### src/rtl/cache_bus_arbiter_if.sv
// Handshake bundle between the cache requesters, the arbiter and the
// cache-line bus controller. The arbiter connects through the slave modport;
// whoever drives the requests and bus-controller pulses uses master.
interface cache_bus_arbiter_if #(
    parameter int CONNECTIONS = 2
);
    localparam int ID_W = (CONNECTIONS > 1) ? $clog2(CONNECTIONS) : 1;

    logic [CONNECTIONS-1:0] req;
    logic [CONNECTIONS-1:0] req_store;
    logic                   snoop_busy;
    logic                   bus_accept;
    logic                   txn_done;
    logic                   grant_valid;
    logic [ID_W-1:0]        grant_id;
    logic                   grant_store;
    logic [CONNECTIONS-1:0] grant_onehot;
    logic                   busy;
    logic                   timeout_err;

    modport master (
        output req, req_store, snoop_busy, bus_accept, txn_done,
        input  grant_valid, grant_id, grant_store, grant_onehot, busy, timeout_err
    );

    modport slave (
        input  req, req_store, snoop_busy, bus_accept, txn_done,
        output grant_valid, grant_id, grant_store, grant_onehot, busy, timeout_err
    );
endinterface

### src/rtl/cache_bus_arbiter.sv
// Round-robin arbiter sharing one cache-line bus controller between several
// caches. A grant is offered, held through the bus transaction, and released
// on completion or forcibly after a timeout. New grants are suppressed while
// a snoop is in progress. All outputs come straight from registers.
module cache_bus_arbiter #(
    parameter int CONNECTIONS    = 2,
    parameter int TIMEOUT_CYCLES = 1024
) (
    input  logic                 clk,
    input  logic                 reset,
    cache_bus_arbiter_if.slave   bus
);
    localparam int ID_W    = (CONNECTIONS > 1) ? $clog2(CONNECTIONS) : 1;
    // One spare bit so the counter cannot wrap before reaching the compare value.
    localparam int TIMER_W = $clog2(TIMEOUT_CYCLES) + 1;

    typedef enum logic [1:0] {
        IDLE  = 2'd0,
        GRANT = 2'd1,
        BUSY  = 2'd2
    } state_t;

    state_t                 state_reg, state_next;
    logic [ID_W-1:0]        rr_ptr_reg, rr_ptr_next;
    logic                   grant_valid_reg, grant_valid_next;
    logic [ID_W-1:0]        grant_id_reg, grant_id_next;
    logic                   grant_store_reg, grant_store_next;
    logic [CONNECTIONS-1:0] grant_onehot_reg, grant_onehot_next;
    logic                   busy_reg, busy_next;
    logic                   timeout_err_reg, timeout_err_next;
    logic [TIMER_W-1:0]     timer_reg, timer_next;

    logic                   pick_found;
    logic [ID_W-1:0]        pick_id;
    logic [CONNECTIONS-1:0] pick_onehot;
    logic                   pick_store;
    logic                   owner_requesting;
    logic [ID_W-1:0]        rr_after_grant;
    logic                   timer_expired;

    // Search upward from rr_ptr for the first active request, wrapping at the top.
    always_comb begin
        int idx;
        pick_found = 1'b0;
        pick_id    = '0;
        idx        = 0;
        for (int i = 0; i < CONNECTIONS; i++) begin
            idx = int'(rr_ptr_reg) + i;
            if (idx >= CONNECTIONS) begin
                idx = idx - CONNECTIONS;
            end
            if (!pick_found && bus.req[idx]) begin
                pick_found = 1'b1;
                pick_id    = ID_W'(idx);
            end
        end
    end

    // Decode the chosen index so the store flag can be picked without indexing.
    generate
        for (genvar gi = 0; gi < CONNECTIONS; gi++) begin : g_pick_onehot
            assign pick_onehot[gi] = (pick_id == ID_W'(gi));
        end
    endgenerate

    assign pick_store       = |(bus.req_store & pick_onehot);
    assign owner_requesting = |(bus.req & grant_onehot_reg);
    assign rr_after_grant   = (grant_id_reg == ID_W'(CONNECTIONS - 1)) ? '0 : grant_id_reg + 1'b1;
    assign timer_expired    = (timer_reg == TIMER_W'(TIMEOUT_CYCLES - 1));

    // Next-state and registered-output computation for the grant FSM.
    always_comb begin
        state_next        = state_reg;
        rr_ptr_next       = rr_ptr_reg;
        grant_valid_next  = grant_valid_reg;
        grant_id_next     = grant_id_reg;
        grant_store_next  = grant_store_reg;
        grant_onehot_next = grant_onehot_reg;
        busy_next         = busy_reg;
        timeout_err_next  = 1'b0;
        timer_next        = timer_reg;

        case (state_reg)
            IDLE: begin
                // A pending snoop beats any request arriving in the same cycle.
                if (!bus.snoop_busy && pick_found) begin
                    state_next        = GRANT;
                    grant_valid_next  = 1'b1;
                    grant_id_next     = pick_id;
                    grant_store_next  = pick_store;
                    grant_onehot_next = pick_onehot;
                    busy_next         = 1'b1;
                end
            end
            GRANT: begin
                // Acceptance wins over a simultaneous withdrawal.
                if (bus.bus_accept) begin
                    state_next       = BUSY;
                    grant_valid_next = 1'b0;
                    timer_next       = '0;
                end else if (!owner_requesting) begin
                    // Withdrawal leaves the pointer alone: nobody was served.
                    state_next        = IDLE;
                    grant_valid_next  = 1'b0;
                    grant_id_next     = '0;
                    grant_store_next  = 1'b0;
                    grant_onehot_next = '0;
                    busy_next         = 1'b0;
                end
            end
            BUSY: begin
                timer_next = timer_reg + TIMER_W'(1);
                if (bus.txn_done || timer_expired) begin
                    state_next        = IDLE;
                    rr_ptr_next       = rr_after_grant;
                    grant_valid_next  = 1'b0;
                    grant_id_next     = '0;
                    grant_store_next  = 1'b0;
                    grant_onehot_next = '0;
                    busy_next         = 1'b0;
                    timer_next        = '0;
                    // A completion on the expiry cycle counts as a normal finish.
                    timeout_err_next  = !bus.txn_done;
                end
            end
            default: begin
                state_next        = IDLE;
                grant_valid_next  = 1'b0;
                grant_id_next     = '0;
                grant_store_next  = 1'b0;
                grant_onehot_next = '0;
                busy_next         = 1'b0;
                timer_next        = '0;
            end
        endcase
    end

    // State and output registers with synchronous reset.
    always_ff @(posedge clk) begin
        if (reset) begin
            state_reg        <= IDLE;
            rr_ptr_reg       <= '0;
            grant_valid_reg  <= 1'b0;
            grant_id_reg     <= '0;
            grant_store_reg  <= 1'b0;
            grant_onehot_reg <= '0;
            busy_reg         <= 1'b0;
            timeout_err_reg  <= 1'b0;
            timer_reg        <= '0;
        end else begin
            state_reg        <= state_next;
            rr_ptr_reg       <= rr_ptr_next;
            grant_valid_reg  <= grant_valid_next;
            grant_id_reg     <= grant_id_next;
            grant_store_reg  <= grant_store_next;
            grant_onehot_reg <= grant_onehot_next;
            busy_reg         <= busy_next;
            timeout_err_reg  <= timeout_err_next;
            timer_reg        <= timer_next;
        end
    end

    assign bus.grant_valid  = grant_valid_reg;
    assign bus.grant_id     = grant_id_reg;
    assign bus.grant_store  = grant_store_reg;
    assign bus.grant_onehot = grant_onehot_reg;
    assign bus.busy         = busy_reg;
    assign bus.timeout_err  = timeout_err_reg;
endmodule
### src/flat_wrapper.sv
// flat-port wrapper written by rule: the top's interface ports become plain ports
module cache_bus_arbiter_flat 
#(
    parameter int CONNECTIONS    = 2,
    parameter int TIMEOUT_CYCLES = 1024
)
  (clk, reset, bus_req, bus_req_store, bus_snoop_busy, bus_bus_accept, bus_txn_done, bus_grant_valid, bus_grant_id, bus_grant_store, bus_grant_onehot, bus_busy, bus_timeout_err);
  cache_bus_arbiter_if #(.CONNECTIONS(CONNECTIONS)) bus_i ();
  input  logic clk;
  input  logic reset;
  input wire logic [$bits(bus_i.req)-1:0] bus_req;
  input wire logic [$bits(bus_i.req_store)-1:0] bus_req_store;
  input wire logic [$bits(bus_i.snoop_busy)-1:0] bus_snoop_busy;
  input wire logic [$bits(bus_i.bus_accept)-1:0] bus_bus_accept;
  input wire logic [$bits(bus_i.txn_done)-1:0] bus_txn_done;
  output wire logic [$bits(bus_i.grant_valid)-1:0] bus_grant_valid;
  output wire logic [$bits(bus_i.grant_id)-1:0] bus_grant_id;
  output wire logic [$bits(bus_i.grant_store)-1:0] bus_grant_store;
  output wire logic [$bits(bus_i.grant_onehot)-1:0] bus_grant_onehot;
  output wire logic [$bits(bus_i.busy)-1:0] bus_busy;
  output wire logic [$bits(bus_i.timeout_err)-1:0] bus_timeout_err;
  assign bus_i.req = bus_req;
  assign bus_i.req_store = bus_req_store;
  assign bus_i.snoop_busy = bus_snoop_busy;
  assign bus_i.bus_accept = bus_bus_accept;
  assign bus_i.txn_done = bus_txn_done;
  assign bus_grant_valid = bus_i.grant_valid;
  assign bus_grant_id = bus_i.grant_id;
  assign bus_grant_store = bus_i.grant_store;
  assign bus_grant_onehot = bus_i.grant_onehot;
  assign bus_busy = bus_i.busy;
  assign bus_timeout_err = bus_i.timeout_err;
  cache_bus_arbiter #(.CONNECTIONS(CONNECTIONS), .TIMEOUT_CYCLES(TIMEOUT_CYCLES)) u_core (.clk(clk), .reset(reset), .bus(bus_i));
endmodule
### config.mk
export PLATFORM = sky130hd
export DESIGN_NAME = cache_bus_arbiter_flat
export DESIGN_NICKNAME = d
export VERILOG_FILES = /design/src/rtl/cache_bus_arbiter_if.sv /design/src/rtl/cache_bus_arbiter.sv /design/src/flat_wrapper.sv
export SDC_FILE = /design/constraint.sdc
export NUM_CORES = 1
export LEC_CHECK = 0
export BUFFER_PORTS_ARGS = -buffer_cell sky130_fd_sc_hd__buf_4
export CAP_MARGIN = 10
export CORE_UTILIZATION = 47
export DETAILED_ROUTE_END_ITERATION = 16
export PLACE_DENSITY = 0.68
export REMOVE_ABC_BUFFERS = 1
export SYNTH_ARGS = -nofsm -noshare
export SYNTH_HDL_FRONTEND = slang
export SYNTH_SLANG_ARGS = --single-unit
### constraint.sdc
create_clock -name clk -period 3.7 [get_ports clk]
set_input_delay 0.37 -clock clk [delete_from_list [all_inputs] [get_ports clk]]
set_output_delay 0.37 -clock clk [all_outputs]
set_load 0.02 [all_outputs]
* Yosys cells after proc, flatten, opt, wreduce, memory -nomap -nowiden *
Cells that the tools add are included.

storage, ports and cells
  flip-flop bits (word level) = 21
  input port bits = 9
  output and inout port bits = 7
  logic and storage cells = 82

cells by class
  add/sub/neg operators = 5
  magnitude comparators = 4
  equal/unequal tests = 9
  muxes and demuxes = 35
  bitwise gates (word level) = 6
  reductions and logical operators = 14

operators with widths
  cell                                                         count
  less-than comparator 32 x 3 -> 1 bit, second input constant  2
  2-to-1 mux 32 bit                                            2
  one-hot mux 11 bit (3 select lines)                          1
  >= comparator 32 x 3 -> 1 bit, second input constant         1
  subtractor 32 x 3 -> 32 bit, second input constant           1
  2-to-1 mux 11 bit                                            2
  2-to-1 mux 1 bit                                             18
  2-to-1 mux 2 bit                                             6
  one-hot mux 1 bit (3 select lines)                           4
  one-hot mux 2 bit (3 select lines)                           2
  adder 11 x 1 -> 11 bit, second input constant                1
  == test 11 x 10 -> 1 bit, second input constant              1
  inequality test 2 bit, second input constant                 3
  AND 2 bit                                                    2
  inequality test 2 x 1 -> 1 bit, second input constant        2
  NOT 1 bit                                                    4
  AND reduction 2 bit                                          2
  AND reduction 4 bit                                          1
  OR reduction 2 bit                                           2
  zero test 1 bit                                              3
  inequality test 3 bit, second input constant                 1
  AND reduction 3 bit                                          1
  OR reduction 3 bit                                           1
  subtractor 1 x 2 -> 3 bit, second input constant             1
  other kinds (8)                                              9

* Logic depth before layout (Yosys ltp) *
Gate-level depths: netlist (run 1).

  word-level depth = 14
  depth in mapped cells = 6

* Least setup slack after synthesis (run 1) *
Ideal clock, no wire load.

  path kind = register to register
  from = reg u_core.timer_reg[0]
  to = reg u_core.grant_onehot_reg[0], in the netlist u_core.bus.grant_onehot[0]
  arrival = 1.592 ns
  setup slack = 1.987 ns
  cell stages (with the launch flop) = 6
  buffers on the path = 0
  period minus slack after synthesis = 1.713 ns
  path through = dfxtp_1 > ha_1 > and4b_1 > a41oi_4 > nor3_4 > mux2_4

between the ends
  cells in the longest elaborated chain, start to end = 4

ends and longest elaborated chain
  what                                      RTL line                  source
  start: declaration                        cache_bus_arbiter.sv:31   logic [TIMER_W-1:0] timer_reg, timer_next;
  start signal: assignment                  cache_bus_arbiter.sv:159  timer_reg <= timer_next;
  == test 11 x 10 -> 1 bit                  cache_bus_arbiter.sv:69   assign timer_expired = (timer_reg == TIMER_W'(TIMEOUT_CYCLES - 1));
  logical OR 1 bit                          cache_bus_arbiter.sv:113  if (bus.txn_done || timer_expired) begin
  inequality test 2 x 1 -> 1 bit (no line)  n/a
  AND reduction 4 bit (no line)             n/a
  end signal: assignment                    cache_bus_arbiter.sv:156  grant_onehot_reg <= grant_onehot_next;
  end: declaration                          cache_bus_arbiter.sv:28   logic [CONNECTIONS-1:0] grant_onehot_reg, grant_onehot_next;

Every way passes these cells.
A chain may end at the register's enable or synchronous reset.

* Worst setup path after layout (run 1) *
Ends and elaborated chain as after synthesis.

==> summary.md, run 1 <==
| Metric | Value |
|---|---|
| Total gr overflow | 0 |
| CP endpoint | u_core.bus.grant_onehot[0] |
| Row cnt | 16 |
| Synth Instances | 111 |
| Final Setup Violations | 0 |
| Top_reg_cell synth | dfxtp_1 |
| Dpl cells | 151 |
| CTS max path bufs | 2 |
| Gr usage total | 0.189 |
| Syn. warnings | 0 |
| Share of cells above drive strength 1 | 0.281 |
| Initial Util | 0.515 |
| Reg2reg end | u_core.bus.grant_onehot[0] |
| Area grow syn2layout | 16.3% |
| RSZ-0062 raised after global routing | false |
| Relative slew slack | 0.675 |
| Worst Path Arrival | 2080 ps |
| Reg-to-reg setup timing slack | 1820 ps |
| Tot Pwr | 0.453 mW |
| Fin crit period | 1880 ps |
| Antenna violations before repair | 0 |
| Asr flop ratio synth | 0 |
| Post-synth top area share | 0.388 |
| CTS sink count | 20 |
| Fin crit share | 0.507 |
| Final wirelength | 2.02 mm |
| Post-layout instance area | 0.00120 mm^2 |
| Peak VDD IR | 0.212 mV |
| Max reg flops | 11 |
| Startpoint class of the critical path | flip-flop |
| Num CTS Buffers | 3 |
| Final hold vios | 0 |
| CTS tree | yes |
| CTS hold repair buffers | 0 |
| Post-Route Setup TNS | 0 ps |
| Worst setup EP type | flip-flop |
| WP data required | 3900 ps |
| Worst-Margin Slew | 485 ps |
| Minimum hold slack | 312 ps |
| Non-Filler Instances | 155 |
| # Post-CTS Setup Buffers | 0 |
| Worst-path clk slew | 110 ps |
| Placed Area | 0.00116 mm^2 |
| Post-synthesis cell type count | 43 |
| Sequential element share of the synthesized area | 0.388 |
| Die ar. | 0.00238 mm^2 |
| Post-synth EDFFs | 0 |
| Commonest non-fill, non-tap cell in the layout | dfxtp_1 |
| Floorplan core area | 0.00200 mm^2 |
| Post-route DRC | 0 |
| Most frequent cells in the layout | 20 x dfxtp_1, 16 x buf_4, 9 x nand2_1 |
| Maxcap violations | 0 |
| Clk root buf | clkbuf_4 |
| First DRT Iteration DRCs | 24 |
| Antenna cell count | 0 |
| Pwr dens | 378 mW/mm^2 |
| Htree depth | 1 |
| Crit Path Max Fanout | 5 |
| PnR worst setup slack | 1820 ps |
| DP Wirelength | 1.54 mm |
| Wire per inst | 13.0 um |
| Chip width | 48.8 um |
| Vias in the first global route | 773 |
| I/O Buffers | 15 |
| DR vias | 854 |
| # nets final | 139 |
| Via/cell ratio | 5.51 |
| TritonRoute pass-1 iters | 4 |
| First-pass GRT wire length | 3.45 mm |
| Status | completed |
| Max-slew violation count | 0 |
| Final Skew | 1.59 ps |
| Post-detailed-route count of antenna-violating nets | 0 |
| RR Startpoint | u_core.timer_reg[0] |
| Clock Latency Late Sink | 300 ps |
| Crit path launch | u_core.timer_reg[0] |
| Syn Std Cell Area | 0.00103 mm^2 |
| CTS resizes | 0 |
| Gp weighted congestion | 0.805 |
| Hold Path Class | input port to flip-flop |
| Reg2reg path depth | 5 |
| Synth area leader | dfxtp_1 |
| Max frequency | 533 MHz |
| Final core utilization | 0.599 |
| Io pins | 16 |
| Crit Path Category | flip-flop to flip-flop |
| Post-place setup slack | 1840 ps |
| Chip height | 48.8 um |
| Pleak | 0.437 nW |
| Synth area leaders | dfxtp_1 39%, nor2_2 4.9%, xor2_1 4.2%, nand2_1 3.3%, a41oi_4 2.7% |
| Mean Syn Cell Area | 9.29 um^2 |
| Largest net degree at the start of global routing | 13 |
| Synth Register Bits | 20 |
-- cell usage after synthesis (2+ instances only) --
| cell type | instances |
|---|---|
| dfxtp_1 | 20 |
| nand2_1 | 9 |
| nor2_2 | 8 |
| nand3_1 | 5 |
| xor2_1 | 5 |
| a21oi_1 | 4 |
| nand2b_1 | 4 |
| nor2_1 | 4 |
| o21ai_0 | 4 |
| or3_1 | 4 |
| nand4_1 | 3 |
| xnor2_1 | 3 |
| a211oi_1 | 2 |
| a21oi_2 | 2 |
| and2_1 | 2 |
| mux2i_1 | 2 |
| nor2b_1 | 2 |
| nor3_1 | 2 |
| or2_2 | 2 |
-- power by group --
part,internal [mW],switching [mW]
logic,0.0406,0.0493
clock network,0.0600,0.0668
registers,0.226,0.0102
total,0.327,0.126
-- worst min path at each step --
stage,start,end,slack (ps),cells past startpoint
finish,reset,u_core.bus.grant_valid,310,2
global route,reset,u_core.bus.grant_valid,310,2
CTS,reset,u_core.bus.grant_valid,310,2
detailed placement,u_core.bus.grant_store,u_core.bus.grant_store,480,2
global placement,u_core.rr_ptr_reg,u_core.rr_ptr_reg,470,2
floorplan,reset,u_core.bus.busy,440,1
-- cells by family after synthesis --
logic type / share of synthesized area
XOR/XNOR: 0.0680
AND/OR/NAND/NOR: 0.299
adder cells (fa/ha/maj): 0.0121
flip-flops: 0.388
buffers and inverters: 0.0255
AO/OA/AOI/OAI: 0.174
multiplexers: 0.0340
-- layout make-up --
cell class / count / area (um^2)
well taps: 27 / 33.8
inverters: 1 / 3.75
clock buffers: 4 / 36.3
fillers: 192 / 803
repair buffers: 16 / 120
flip-flops and latches: 20 / 400
multi-input cells: 87 / 604
-- routing by layer --
metal  track usage  up-vias  routed length (um)
met5             0        -                   0
met4        0.0882        0                  25
met3        0.0405        4                  90
met2         0.266       17                 883
met1         0.271      399                1020
li1              -      434                   -
-- critical path, cell delays in order (launching register included) --
cell and delay [ps]:
dfxtp_1 410, ha_1 260, and4b_1 300, a41oi_4 160, nor3_4 330, mux2_4 330
No activity file was read; power rests on OpenSTA's default activity.
==> run 2, diff against run 1 <==
- clock period: 3.7 -> 1.88 ns (I/O delays scaled with it)
==> summary.md, run 2 (synthesis gave the netlist of run 1 again) <==
| Metric | Value |
|---|---|
| Status | completed |
| Chip height | 48.8 um (unchanged) |
| Crit Path Max Fanout | 5 (unchanged) |
| Share of cells above drive strength 1 | 0.292 (+0.0111) |
| Placed Area | 0.00118 mm^2 (+1.3%) |
| # nets final | 141 (+1.4%) |
| Tot Pwr | 0.901 mW (+99%) |
| CTS max path bufs | 2 (unchanged) |
| Worst Hold Launch | reset |
| Via/cell ratio | 5.45 (-1.0%) |
| Relative slew slack | 0.675 (+0.000859) |
| I/O Buffers | 15 (unchanged) |
| Max reg flops | 11 (unchanged) |
| Fin crit share | 0.945 (+0.437) |
| Row cnt | 16 (unchanged) |
| Clock Latency Late Sink | 300 ps (about the same) |
| Wire per inst | 13.1 um (+0.64%) |
| CTS tree | yes |
| Max-slew violation count | 0 (unchanged) |
| Crit Path Category | flip-flop to flip-flop |
| Top delay family on crit path | simple AND/OR/NAND/NOR gates |
| CTS sink count | 20 (unchanged) |
| Area grow syn2layout | 17.7% |
| Worst Path Arrival | 1980 ps (-100 ps) |
| Minimum hold slack | 120 ps (-192 ps) |
| Hold Crit Depth | 2 (unchanged) |
| Io pins | 16 (unchanged) |
| Grt met1 use | 0.262 (-0.00977) |
| # Post-CTS Setup Buffers | 0 (unchanged) |
| Num CTS Buffers | 3 (unchanged) |
| Maxcap violations | 0 (unchanged) |
| Die ar. | 0.00238 mm^2 (unchanged) |
| Antenna cell count | 0 (unchanged) |
| TritonRoute pass-1 iters | 4 (unchanged) |
| Post-layout instance area | 0.00121 mm^2 (+1.3%) |
| # fillers | 195 (+1.6%) |
| Worst setup EP type | flip-flop |
| DP Wirelength | 1.55 mm (+0.63%) |
| Non-Filler Instances | 157 (+1.3%) |
| CTS hold repair buffers | 0 (unchanged) |
| Worst Hold End | u_core.rr_ptr_reg |
| Post-detailed-route count of antenna-violating nets | 0 (unchanged) |
| Total gr overflow | 0 (unchanged) |
| RSZ-0062 raised after global routing | false |
| RR Startpoint | u_core.timer_reg[0] |
| Startpoint class of the critical path | flip-flop |
| Htree depth | 1 (unchanged) |
| GRT busiest layer | met1 |
| PnR worst setup slack | 104 ps (-1720 ps) |
| Dpl cells | 153 (+1.3%) |
| Commonest non-fill, non-tap cell in the layout | dfxtp_1 |
| Reg-to-reg setup timing slack | 100 ps (-1720 ps) |
| Most frequent cells in the layout | 20 x dfxtp_1, 18 x buf_4, 9 x nand2_1 |
| Clk root buf | clkbuf_4 |
| CP cell instances | ha_1 > and4b_1 > a41oi_4 > nor3_4 > mux2_4 |
| Antenna violations before repair | 0 (unchanged) |
| First-pass GRT wire length | 3.36 mm (-2.6%) |
| Gp weighted congestion | 0.813 (+0.97%) |
| Peak VDD IR | 0.364 mV (+72%) |
| CTS resizes | 0 (unchanged) |
| Final Skew | 9.11 ps (+7.52 ps) |
| Final wirelength | 2.06 mm (+1.9%) |
| Crit-path max cell delay | 410 ps (about the same) |
| WP data required | 2090 ps (-1810 ps) |
| Pleak | 0.446 nW (+2.1%) |
| Post-place setup slack | 116 ps (-1730 ps) |
| Vias in the first global route | 772 (-0.13%) |
| Reg2reg path depth | 5 (unchanged) |
| DR vias | 856 (+0.23%) |
| Max frequency | 563 MHz (+5.7%) |
| Post-route DRC | 0 (unchanged) |
| Worst-path clk slew | 120 ps (about the same) |
| Fin crit period | 1780 ps (-101 ps) |
| Chip width | 48.8 um (unchanged) |
| Final Setup Violations | 0 (unchanged) |
| Hold Path Class | input port to flip-flop |
| Met3 Usage GRT | 0.0436 (+0.00312) |
| First DRT Iteration DRCs | 17 (-29%) |
| Largest net degree at the start of global routing | 13 (unchanged) |
| Gr usage total | 0.181 (-0.00728) |
| Floorplan core area | 0.00200 mm^2 (unchanged) |
| Worst-Margin Slew | 484 ps (-1.28 ps) |
| Reg2reg end | u_core.bus.grant_onehot[0] |
| Worst path slowest cell | dfxtp_1 |
| Final hold vios | 0 (unchanged) |
| CP bufs+invs | 0 (unchanged) |
| Pwr dens | 742 mW/mm^2 (+97%) |
| Initial Util | 0.515 (unchanged) |
| Global Route met2 Usage | 0.248 (-0.0185) |
==> run 2: changes by cell type in the layout (fill, tap and decap cells not counted), sizes merged <==
cell and change:
buf +2
==> run 2: how the worst max path moves through the flow <==
stage / cells past startpoint / start / end / slack (ps)
final: 5 / u_core.timer_reg[0] / u_core.bus.grant_onehot[0] / 100
after detailed placement: 5 / u_core.timer_reg[0] / u_core.bus.grant_onehot[0] / 120
after floorplan: 5 / u_core.timer_reg[0] / u_core.timer_reg[9] / -90
after global routing: 6 / u_core.timer_reg[0] / u_core.bus.grant_onehot[1] / 3
after CTS: 6 / u_core.timer_reg[0] / u_core.bus.grant_onehot[1] / 100
after global placement: 5 / u_core.timer_reg[0] / u_core.bus.grant_onehot[0] / 190
==> run 2: metrics by stage <==
stage / util / TNS (ps)
6_report: 0.606 / 0
5_1_grt: 0.606 / 0
4_1_cts: 0.606 / 0
3_5_place_dp: 0.588 / 0
3_3_place_gp: 0.588 / 0
2_1_floorplan: - / -843
==> run 2: per-layer routing <==
metal  part of all wire  vias to the layer above
met3              0.040                        5
met5                  0                        -
met1               0.53                      391
met4              0.016                        0
met2               0.41                       18
li1                   -                      442
==> run 2: area by class of cell <==
cell class	instances	area, um^2	share of cell area
timing repair buffer	18	135	0.111
clock buffer	4	36.3	0.0299
multi-input combinational	87	604	0.498
sequential	20	400	0.330
tap	27	33.8	0.0278
inverter	1	3.75	0.00309
==> run 2: power breakdown <==
part	switching [mW]	total, mW	leakage (nW)	internal, mW
logic	0.0983	0.186	0.263	0.0875
clock network	0.131	0.249	0.0210	0.118
registers	0.0215	0.466	0.163	0.445
==> run 3, diff against run 2 <==
- CORE_UTILIZATION: 47 -> 54
- HOLD_SLACK_MARGIN: unset -> 0.12
- PLACE_DENSITY: 0.68 -> 0.76
- clock period: 1.88 -> 1.8 ns (I/O delays scaled with it)
==> summary.md, run 3 (synthesis gave the netlist of run 1 again) <==
| Metric | Value |
|---|---|
| Worst-path clk slew | 110 ps (about the same) |
| RSZ-0062 raised after global routing | false |
| Crit path launch | u_core.timer_reg[0] |
| DP Wirelength | 1.52 mm (-1.4%) |
| Pwr dens | 733 mW/mm^2 (-1.2%) |
| Htree depth | 1 (unchanged) |
| Floorplan core area | 0.00176 mm^2 (-12%) |
| Io pins | 16 (unchanged) |
| Startpoint class of the critical path | flip-flop |
| Crit Path Category | flip-flop to flip-flop |
| Worst Hold Launch | bus_bus_accept |
| TritonRoute pass-1 iters | 4 (unchanged) |
| Largest net degree at the start of global routing | 13 (unchanged) |
| I/O Buffers | 15 (unchanged) |
| Die ar. | 0.00209 mm^2 (-12%) |
| First-pass GRT wire length | 3.35 mm (-0.42%) |
| Num CTS Buffers | 3 (unchanged) |
| Share of cells above drive strength 1 | 0.290 (-0.00223) |
| Post-place setup slack | 116 ps (-0.168 ps) |
| Dpl cells | 152 (-0.65%) |
| Crit Path Max Fanout | 4 (-1) |
| Most frequent cells in the layout | 20 x dfxtp_1, 19 x buf_4, 9 x nand2_1 |
| Fin crit period | 1690 ps (-81.1 ps) |
| # fillers | 161 (-17%) |
| Initial Util | 0.584 (+0.0694) |
| Chip width | 45.7 um (-6.4%) |
| Chip height | 45.7 um (-6.4%) |
| Crit-path max cell delay | 420 ps (about the same) |
| Gr usage total | 0.227 (+0.0455) |
| CP cell instances | ha_1 > and4b_1 > a41oi_4 > nor3_4 > mux2_4 |
| # nets final | 143 (+1.4%) |
| Worst setup EP type | flip-flop |
| Wire per inst | 12.9 um (-1.1%) |
| Max frequency | 590 MHz (+4.8%) |
| Hold Path Class | input port to flip-flop |
| Multi-input gate area | 604 um^2 (unchanged) |
| Post-Route Setup TNS | 0 ps (unchanged) |
| Commonest non-fill, non-tap cell in the layout | dfxtp_1 |
| Worst-Margin Slew | 485 ps (+1.50 ps) |
| Relative slew slack | 0.674 (-0.00100) |
| WP data required | 1990 ps (-100 ps) |
| Reg area | 400 um^2 (unchanged) |
| Minimum hold slack | 180 ps (+59.7 ps) |
| Fin crit share | 0.942 (-0.00308) |
| Final Setup Violations | 0 (unchanged) |
| Non-Filler Instances | 156 (-0.64%) |
| Antenna violations before repair | 0 (unchanged) |
| Status | completed |
| Clk root buf | clkbuf_4 |
| CTS resizes | 0 (unchanged) |
| Clock Latency Late Sink | 300 ps (about the same) |
| CTS sink count | 20 (unchanged) |
| Final wirelength | 2.02 mm (-1.8%) |
| # Post-CTS Setup Buffers | 0 (unchanged) |
| Maxcap violations | 0 (unchanged) |
| Post-route DRC | 0 (unchanged) |
| Max reg flops | 11 (unchanged) |
| Worst path slowest cell | dfxtp_1 |
| Max-slew violation count | 0 (unchanged) |
| Post-detailed-route count of antenna-violating nets | 0 (unchanged) |
| Via/cell ratio | 5.56 (+1.9%) |
| DR vias | 867 (+1.3%) |
| Gp weighted congestion | 0.783 (-3.6%) |
| Peak VDD IR | 0.696 mV (+91%) |
| CTS hold repair buffers | 1 (+1) |
| RR Startpoint | u_core.timer_reg[0] |
| Pleak | 0.449 nW (+0.55%) |
| CTS tree | yes |
| Worst Path Arrival | 1890 ps (-90 ps) |
| Antenna cell count | 0 (unchanged) |
| Final hold vios | 0 (unchanged) |
| Area grow syn2layout | 17.8% |
| Top delay family on crit path | simple AND/OR/NAND/NOR gates |
| PnR worst setup slack | 105 ps (+1.11 ps) |
| Vias in the first global route | 786 (+1.8%) |
| Final Skew | 6.46 ps (-2.65 ps) |
| Row cnt | 15 (-1) |
| First DRT Iteration DRCs | 8 (-9) |
| CP bufs+invs | 0 (unchanged) |
| Total gr overflow | 0 (unchanged) |
| CTS max path bufs | 2 (unchanged) |
[run 3: stage by stage]
stage               cell area (um^2)  power (mW)  utilization
floorplan                       1010       0.612            -
global placement                1180       0.685        0.670
detailed placement              1180       0.691        0.670
CTS                             1210       0.898        0.689
global route                    1210       0.935        0.689
finish                          1210       0.891        0.689
[run 3: worst paths after layout]
check	end	slack, ps	depth (start not counted)
worst max-delay path	u_core.bus.grant_onehot[0]	110	5
worst min register to register	u_core.rr_ptr_reg	480	2
worst min-delay path	u_core.state_reg[0]	180	3
worst max register to register	u_core.bus.grant_onehot[0]	110	5
[run 3: worst reg2reg max path, stage by stage, from the launching register on]
cell and delay (ps):
dfxtp_1 420, ha_1 190, and4b_1 270, a41oi_4 160, nor3_4 240, mux2_4 310
[run 3: area by class of cell]
cell class                 instances  area share
clock buffer                       3      0.0185
inverter                           1     0.00309
timing repair buffer              20       0.126
tap                               25      0.0257
multi-input combinational         87       0.497
sequential                        20       0.330
[run 3: metal layers]
layer,track usage,vias up,wire length (um)
met5,0,-,0
met4,0.0588,0,15
met3,0.0833,2,81
met2,0.334,14,905
met1,0.312,408,1020
li1,-,443,-
[run 3: report_power, final]
| group | leakage (nW) | internal [mW] | switching [mW] |
|---|---|---|---|
| logic | 0.272 | 0.0926 | 0.104 |
| registers | 0.163 | 0.464 | 0.0228 |
| clock network | 0.0138 | 0.0780 | 0.129 |
| total | 0.449 | 0.635 | 0.256 |
